### src/rtl/pipe_reg_skid.sv
// Flow-controlled write-back pipeline stage register with a 2-entry skid buffer,
// synchronous flush, x0-write suppression and a saturating stall counter.
module pipe_reg_skid #(
  parameter int unsigned DATA_W = 32,
  parameter int unsigned CTRL_W = 3,
  parameter int unsigned RD_W   = 5,
  parameter int unsigned CNT_W  = 16
) (
  input  logic              clk,
  input  logic              reset,
  input  logic              flush,
  input  logic              in_valid,
  output logic              in_ready,
  input  logic              in_regwrite,
  input  logic [CTRL_W-1:0] in_ctrl,
  input  logic [DATA_W-1:0] in_alu,
  input  logic [DATA_W-1:0] in_mem,
  input  logic [RD_W-1:0]   in_rd,
  output logic              out_valid,
  input  logic              out_ready,
  output logic              out_regwrite,
  output logic [CTRL_W-1:0] out_ctrl,
  output logic [DATA_W-1:0] out_alu,
  output logic [DATA_W-1:0] out_mem,
  output logic [RD_W-1:0]   out_rd,
  output logic [CNT_W-1:0]  stall_cnt
);

  localparam logic [CNT_W-1:0] CNT_MAX = {CNT_W{1'b1}};

  logic              r_main_valid;
  logic              r_skid_valid;
  logic              r_in_ready;
  logic              r_out_regwrite;

  logic              r_main_rw;
  logic [CTRL_W-1:0] r_main_ctrl;
  logic [DATA_W-1:0] r_main_alu;
  logic [DATA_W-1:0] r_main_mem;
  logic [RD_W-1:0]   r_main_rd;

  logic              r_skid_rw;
  logic [CTRL_W-1:0] r_skid_ctrl;
  logic [DATA_W-1:0] r_skid_alu;
  logic [DATA_W-1:0] r_skid_mem;
  logic [RD_W-1:0]   r_skid_rd;

  logic [CNT_W-1:0]  r_stall_cnt;

  logic              w_accept;
  logic              w_xfer;
  logic              w_in_rw;
  logic              w_stall;
  logic              w_main_valid_nxt;
  logic              w_skid_valid_nxt;
  logic              w_main_rw_nxt;
  logic              w_ld_main_in;
  logic              w_ld_main_skid;
  logic              w_ld_skid;

  assign w_accept = in_valid & r_in_ready;
  assign w_xfer   = r_main_valid & out_ready;
  // Writes to register 0 are dropped at capture so they can never be issued.
  assign w_in_rw  = in_regwrite & (in_rd != '0);
  assign w_stall  = r_main_valid & ~out_ready;

  // Occupancy and load-select decode; flush overrides every other update.
  always_comb begin
    w_main_valid_nxt = r_main_valid;
    w_skid_valid_nxt = r_skid_valid;
    w_ld_main_in     = 1'b0;
    w_ld_main_skid   = 1'b0;
    w_ld_skid        = 1'b0;

    if (flush) begin
      w_main_valid_nxt = 1'b0;
      w_skid_valid_nxt = 1'b0;
    end else if (!r_main_valid) begin
      if (w_accept) begin
        w_main_valid_nxt = 1'b1;
        w_ld_main_in     = 1'b1;
      end
    end else if (w_xfer) begin
      if (r_skid_valid) begin
        w_ld_main_skid   = 1'b1;
        w_skid_valid_nxt = 1'b0;
      end else if (w_accept) begin
        w_ld_main_in     = 1'b1;
      end else begin
        w_main_valid_nxt = 1'b0;
      end
    end else if (w_accept) begin
      w_ld_skid        = 1'b1;
      w_skid_valid_nxt = 1'b1;
    end
  end

  always_comb begin
    w_main_rw_nxt = r_main_rw;
    if (w_ld_main_in) begin
      w_main_rw_nxt = w_in_rw;
    end else if (w_ld_main_skid) begin
      w_main_rw_nxt = r_skid_rw;
    end
  end

  // Valid bits, registered handshake outputs and stall counter.
  always_ff @(posedge clk or posedge reset) begin
    if (reset) begin
      r_main_valid   <= 1'b0;
      r_skid_valid   <= 1'b0;
      r_in_ready     <= 1'b1;
      r_out_regwrite <= 1'b0;
      r_stall_cnt    <= '0;
    end else begin
      r_main_valid   <= w_main_valid_nxt;
      r_skid_valid   <= w_skid_valid_nxt;
      r_in_ready     <= ~w_skid_valid_nxt;
      r_out_regwrite <= w_main_valid_nxt & w_main_rw_nxt;
      if (w_stall && (r_stall_cnt != CNT_MAX)) begin
        r_stall_cnt <= r_stall_cnt + CNT_W'(1);
      end
    end
  end

  // Payload storage for the main and skid entries.
  always_ff @(posedge clk or posedge reset) begin
    if (reset) begin
      r_main_rw   <= 1'b0;
      r_main_ctrl <= '0;
      r_main_alu  <= '0;
      r_main_mem  <= '0;
      r_main_rd   <= '0;
      r_skid_rw   <= 1'b0;
      r_skid_ctrl <= '0;
      r_skid_alu  <= '0;
      r_skid_mem  <= '0;
      r_skid_rd   <= '0;
    end else begin
      if (w_ld_main_in) begin
        r_main_rw   <= w_in_rw;
        r_main_ctrl <= in_ctrl;
        r_main_alu  <= in_alu;
        r_main_mem  <= in_mem;
        r_main_rd   <= in_rd;
      end else if (w_ld_main_skid) begin
        r_main_rw   <= r_skid_rw;
        r_main_ctrl <= r_skid_ctrl;
        r_main_alu  <= r_skid_alu;
        r_main_mem  <= r_skid_mem;
        r_main_rd   <= r_skid_rd;
      end
      if (w_ld_skid) begin
        r_skid_rw   <= w_in_rw;
        r_skid_ctrl <= in_ctrl;
        r_skid_alu  <= in_alu;
        r_skid_mem  <= in_mem;
        r_skid_rd   <= in_rd;
      end
    end
  end

  assign in_ready     = r_in_ready;
  assign out_valid    = r_main_valid;
  assign out_regwrite = r_out_regwrite;
  assign out_ctrl     = r_main_ctrl;
  assign out_alu      = r_main_alu;
  assign out_mem      = r_main_mem;
  assign out_rd       = r_main_rd;
  assign stall_cnt    = r_stall_cnt;

endmodule

### config.mk
export PLATFORM = sky130hd
export DESIGN_NAME = pipe_reg_skid
export DESIGN_NICKNAME = d
export VERILOG_FILES = /design/src/rtl/pipe_reg_skid.sv
export SDC_FILE = /design/constraint.sdc
export NUM_CORES = 1
export LEC_CHECK = 0
export CORE_UTILIZATION = 44
export DETAILED_ROUTE_END_ITERATION = 7
export DONT_BUFFER_PORTS = 1
export PLACE_DENSITY = 0.57
export SETUP_SLACK_MARGIN = 0.5
export SYNTH_ARGS = -nofsm -noshare
export SYNTH_HDL_FRONTEND = slang
export SYNTH_SLANG_ARGS = --single-unit
### constraint.sdc
create_clock -name clk -period 6.9 [get_ports clk]
set_input_delay 1.035 -clock clk [delete_from_list [all_inputs] [get_ports clk]]
set_output_delay 1.035 -clock clk [all_outputs]
set_load 0.01 [all_outputs]
==> impl_metrics.env, run 1 <==
export IMPL_cts_sinks=166
export IMPL_num_rows=45
export IMPL_hold_path_class="register to register"
export IMPL_end_kind="register"
export IMPL_cpPeakStageDelay_ps=1010
export IMPL_seqCellArea_um2=4160
export IMPL_dieArea_um2=16000
export IMPL_dp_hpwl_um=8420
export IMPL_cap_viol_max_count=0
export IMPL_ys_ff_latch=166
export IMPL_drt_wirelength_per_cell_um=19.6
export IMPL_setup_ws_ps=4270
export IMPL_drv_slew=0
export IMPL_clk_pin_slew_ps=60
export IMPL_yosysTopAreaCell="dfrtp_1"
export IMPL_synth_edf_count=0
export IMPL_avgSynthCellArea_um2=13.9
export IMPL_synthFlopType="dfrtp_1"
export IMPL_fill_cells=1276
export IMPL_finalSetupTns_ps=0
export IMPL_worst_slew_pin_slew_ps=1060
export IMPL_synth_warnings=0
export IMPL_cts_max_level=4
export IMPL_synthDistinctLibCells=39
export IMPL_drive_above_1_share_pct=23.3
export IMPL_area_growth_synth_to_final_pct=11.2
export IMPL_ant_nets=0
export IMPL_dp_slack_ps=3810
export IMPL_hold_violations=0
export IMPL_routed_wl_um=13400
export IMPL_gp_congestion=0.756
export IMPL_die_h_um=127
export IMPL_cts_root_buffer="clkbuf_16"
export IMPL_grtUsageTotal_pct=17.9
export IMPL_peakVddDrop_mv=0.172
export IMPL_clockBufferDepth=2
export IMPL_overflow=0
export IMPL_fin_crit_ps=2630
export IMPL_grt_pass1_vias=4141
export IMPL_cts_hold_buffers_added=0
export IMPL_first_pass_iters=4
export IMPL_io_pins=169
export IMPL_remaining_drc_errors=0
export IMPL_cp_arrival_ps=2930
export IMPL_synthCells=492
export IMPL_final_nets=563
export IMPL_synth_top_area_share_pct=60.5
export IMPL_dpl_cell_count=653
export IMPL_p_total_mw=2.63
export IMPL_async_flop_share_pct=100
export IMPL_post_cts_buffers=0
export IMPL_finalNonFillerCells=685
export IMPL_core_area_um2=15100
export IMPL_fin_crit_sh_pct=38.2
export IMPL_fmax_ghz=0.380
export IMPL_finish_utilization_pct=50.1
export IMPL_setup_viol=0
export IMPL_cts_repair_resized=0
export IMPL_clk_latency_ps=410
export IMPL_hold_worst_slack_ps=506
export IMPL_pwr_density_cell_nw_per_um2=346
export IMPL_cp_cell_sequence="and4b_4 -> nor2_4 -> buf_4 -> a21o_1"
export IMPL_num_vias=3924
export IMPL_stdcell_area_um2=7590
export IMPL_synth_common_cells="165 x dfrtp_1, 73 x mux2_2, 72 x a21o_1, 72 x a22o_1, 17 x buf_2"
export IMPL_status="finished, final reports clean"
export IMPL_netlist_top_cells_area="dfrtp_1 60%, mux2_2 12%, a22o_1 9.2%"
export IMPL_p_leak_nw=3.72
export IMPL_synth_most_common_cell="dfrtp_1"
export IMPL_fp_dieW_um=127
export IMPL_syn_nets=571
export IMPL_numCtsBuffers=17
export IMPL_start_util_pct=45.1
export IMPL_antennaDiodeCount=0
export IMPL_drt_iter0_drc=175
export IMPL_antenna_found_initial=0
export IMPL_multiInputGateArea_um2=2540
export IMPL_worstSetupPathType="input port to register"
export IMPL_seq_area_frac_synth_pct=60.9
export IMPL_post_dp_cell_area_um2=6990
export IMPL_rsz0062_at_grt="false"
export IMPL_finClkSkew_ps=5.10
export IMPL_syn_area_um2=6830
export IMPL_required_ps=7200
export IMPL_start_kind="input port"
export IMPL_via_per_inst=5.73
export IMPL_maxSlewHeadroom_pct=29.5
export IMPL_grt_max_degree=96
export IMPL_grt_pass1_wl_um=22000
export IMPL_cts_tree="yes"
export IMPL_crit_path_max_fanout=74
export IMPL_critical_path_slowest_cell="and4b_4"
export IMPL_port_buffers=0
## registers in the layout (all words and copies together), names as in the netlist, 3 cells and up
name         count
out_alu         32
r_skid_alu      32
r_skid_ctrl      3
stall_cnt       16
out_mem         32
r_skid_mem      32
out_rd           5
r_skid_rd        5
out_ctrl         3
## critical path, delay by kind of cell
family                 cells  cell delay (ps)
AOI/OAI and AO/OA          1              270
buffers and inverters      1              380
and+or+nand+nor            2             1190
## cell families after synthesis
kind of cell / synth area share (%)
DFF: 60.9
AOI/OAI and AO/OA: 18.1
muxes: 12.7
and+or+nand+nor: 3.90
buffers and inverters: 2.42
xor gates and xnor gates: 1.80
adders and majority gates: 0.183
## path summary, 6_finish.rpt
check | from | to | slack [ps] | depth (start not counted)
setup / recovery | flush | out_mem[30] | 4270 | 4
hold / removal | r_skid_alu[30] | r_skid_alu[30] | 510 | 1
setup reg to reg | out_valid | out_mem[30] | 4320 | 4
hold reg to reg | r_skid_alu[30] | r_skid_alu[30] | 510 | 1
max in group asynchronous | reset | out_mem[14] | 4870 | 2
min in group asynchronous | reset | out_mem[19] | 640 | 1
## layout make-up
class	count	area share (%)
timing repair buffer	5	0.494
multi-input combinational	288	33.4
sequential	166	54.7
clock inverter	7	1.53
tap	188	3.10
clock buffer	25	6.39
inverter	6	0.362
## metal layers
layer | wire [um] | track usage (%) | share of wire, %
met5 | 0 | 0 | 0
met4 | 141 | 5.32 | 1.1
met3 | 1280 | 9.11 | 9.5
met2 | 6240 | 28.4 | 47
met1 | 5750 | 21.3 | 43
## layout by cell type (no fill, tap or decap), types with 2 or more instances in the layout
master	synthesis	routed
a21o_1	72	72
clkbuf_8	0	3
bufinv_16	0	3
clkinv_2	0	2
clkbuf_1	13	5
mux2_2	73	73
clkbuf_16	0	17
nor2_1	6	5
nand2b_1	2	2
nor4b_2	1	2
nor3_1	6	6
xor2_1	11	11
nand3_1	7	7
xnor2_1	3	3
nor4_1	3	3
a22o_1	72	72
inv_6	0	2
nand2_1	8	8
inv_1	6	5
buf_4	0	5
dfrtp_1	165	165
mux2i_1	3	3
nand4_1	3	3
## where the power goes
part / internal [mW] / switching, mW
Sequential: 1.19 / 0.194
Combinational: 0.173 / 0.109
Clock: 0.599 / 0.362
Power figures use the tool's default switching activity.
==> run 2: changes to the inputs <==
==> constraint.sdc (replaced) <==
create_clock -name clk -period 2.7 [get_ports clk]
set_input_delay 0.405 -clock clk [delete_from_list [all_inputs] [get_ports clk]]
set_output_delay 0.405 -clock clk [all_outputs]
set_load 0.01 [all_outputs]
==> run 2 against run 1 <==
  * First-iteration DRC count rose by 15%
  * Register-to-register slack worse by 3700 ps
  * Critical path depth stayed put
  * Combinational power rose to 2.6 times the previous value
  * Global-route usage up 0.33 points
  * Count of clock-buffer cells in the layout decreased by 2
  * Via count increased by 1.6%
  * Clock power grew to 2.5 times the previous value
  * Sequential power rose to 2.6 times the previous value
  * Highest routed layer unchanged
==> impl_metrics.env, run 2 (synthesized netlist as in run 1, its figures left out) <==
export IMPL_status="finished, final reports clean"
export IMPL_area_growth_synth_to_final_pct=12.2
export IMPL_critical_path_slowest_cell="o41ai_4"
export IMPL_peakVddDrop_mv=0.409
export IMPL_rrSetupSlack_ps=650
export IMPL_layout_common_cells="165 x dfrtp_1, 73 x mux2_2, 72 x a22o_1, 72 x a21o_1, 17 x clkbuf_16"
export IMPL_reg2reg_depth=4
export IMPL_grt_pass1_wl_um=22500
export IMPL_routed_wl_um=13700
export IMPL_hold_worst_slack_ps=99.5
export IMPL_start_util_pct=45.1
export IMPL_hold_depth=1
export IMPL_io_pins=169
export IMPL_core_area_um2=15100
export IMPL_cts_sinks=166
export IMPL_dpl_cell_count=655
export IMPL_stdcell_area_um2=7660
export IMPL_final_nets=566
export IMPL_gp_congestion=0.762
export IMPL_pwr_share_clk_pct=36.5
export IMPL_fmax_ghz=0.488
export IMPL_crit_path_max_fanout=8
export IMPL_num_vias=3988
export IMPL_seqPwrFrac_pct=52.6
export IMPL_switching_share_pct=25.0
export IMPL_numCtsBuffers=17
export IMPL_drive_above_1_share_pct=23.0
export IMPL_pwr_density_cell_nw_per_um2=878
export IMPL_cts_tree="yes"
export IMPL_fin_crit_sh_pct=75.9
export IMPL_rsz0062_at_grt="false"
export IMPL_start_kind="register"
export IMPL_via_per_inst=5.83
export IMPL_worstPathBufferInverterCount=0
export IMPL_drt_wirelength_per_cell_um=20.0
export IMPL_cpLargestDelayFamily="compound AO/OA/AOI/OAI gates"
export IMPL_remaining_drc_errors=0
export IMPL_grt_max_degree=83
export IMPL_clockBufferDepth=2
export IMPL_overflow=0
export IMPL_cpPeakStageDelay_ps=530
export IMPL_cts_max_level=4
export IMPL_clk_latency_ps=420
export IMPL_p_sw_mw=1.68
export IMPL_die_h_um=127
export IMPL_combPwrFrac_pct=10.9
export IMPL_worstSetupPathType="register to register"
export IMPL_r2r_start="stall_cnt[0]"
export IMPL_dieArea_um2=16000
export IMPL_maxSlewHeadroom_pct=43.6
export IMPL_finClkSkew_ps=6.66
export IMPL_clk_pin_slew_ps=60
export IMPL_setup_ws_ps=650
export IMPL_antenna_found_initial=0
export IMPL_r2r_end="stall_cnt[1]"
export IMPL_post_cts_buffers=0
export IMPL_end_kind="register"
export IMPL_p_total_mw=6.73
export IMPL_finish_utilization_pct=50.6
export IMPL_dp_slack_ps=537
export IMPL_drt_iter0_drc=202
export IMPL_finalNonFillerCells=684
export IMPL_grtUsageTotal_pct=18.2
export IMPL_worst_slew_pin_slew_ps=844
export IMPL_p_int_mw=5.05
export IMPL_drv_slew=0
export IMPL_post_dp_cell_area_um2=7070
export IMPL_first_pass_iters=6
export IMPL_num_rows=45
export IMPL_antennaDiodeCount=0
export IMPL_grt_pass1_vias=4130
export IMPL_fin_crit_ps=2050
export IMPL_cp_arrival_ps=2340
export IMPL_cts_root_buffer="clkbuf_16"
export IMPL_final_common_cell="dfrtp_1"
export IMPL_setup_viol=0
export IMPL_hold_start="flush"
export IMPL_required_ps=2990
export IMPL_dp_hpwl_um=8470
export IMPL_ant_nets=0
export IMPL_worstHoldEndpoint="out_valid"
export IMPL_fp_dieW_um=127
export IMPL_hold_violations=0
export IMPL_finalSetupTns_ps=0
export IMPL_hold_path_class="input port to register"
export IMPL_cp_cell_sequence="ha_1 -> nand4_1 -> o41ai_4 -> mux2_4"
export IMPL_cap_viol_max_count=0
export IMPL_p_leak_nw=3.75
export IMPL_port_buffers=0
## run 2: cell types whose count changed in the layout (fill, tap and decap cells not counted), moves of 2 or more
cell / change
buf_12: +5
buf_4: -4
clkbuf_8: -2
inv_6: -2
## run 2: layer usage
metal / part of all wire [%] / GRT usage [%]
met1: 43 / 22.2
met2: 47 / 28.7
met3: 8.4 / 8.06
met4: 1.3 / 6.80
met5: 0 / 0
## run 2: worst register-to-register path, cell delays in order (launching register included)
cell     delay [ps]
dfrtp_1         520
ha_1            330
nand4_1         210
o41ai_4         530
mux2_4          350
## run 2: power by group through the flow
stage | combinational (mW) | clock [mW] | sequential, mW
global route | 0.822 | 2.64 | 3.62
CTS | 0.754 | 2.53 | 3.55
detailed placement | 0.752 | 0 | 3.59
floorplan | 0.637 | 0 | 3.46
finish | 0.734 | 2.45 | 3.54
global placement | 0.719 | 0 | 3.57
## run 2: cell type report
type | instances | area (um2)
Timing Repair Buffer | 8 | 129
Clock inverter | 5 | 125
Fill cell | 1292 | 7480
Clock buffer | 23 | 458
Inverter | 6 | 26.3
Multi-Input combinational cell | 288 | 2530
Tap cell | 188 | 235
Sequential cell | 166 | 4160
## run 2: worst max path at each step
stage                       from      endpoint  depth (start not counted)
floorplan                  reset    out_alu[0]                          1
global placement    stall_cnt[0]  stall_cnt[1]                          4
detailed placement  stall_cnt[0]  stall_cnt[1]                          4
CTS                 stall_cnt[0]  stall_cnt[1]                          4
global route           out_valid   out_mem[28]                          4
finish              stall_cnt[0]  stall_cnt[1]                          4
## run 2: what timing repair did
action / in CTS / in global routing
hold buffers: 1 / 0
resized for setup: 0 / 1
hold endpoints to repair: 23 / 0
endpoints found under the setup margin: 0 / 46
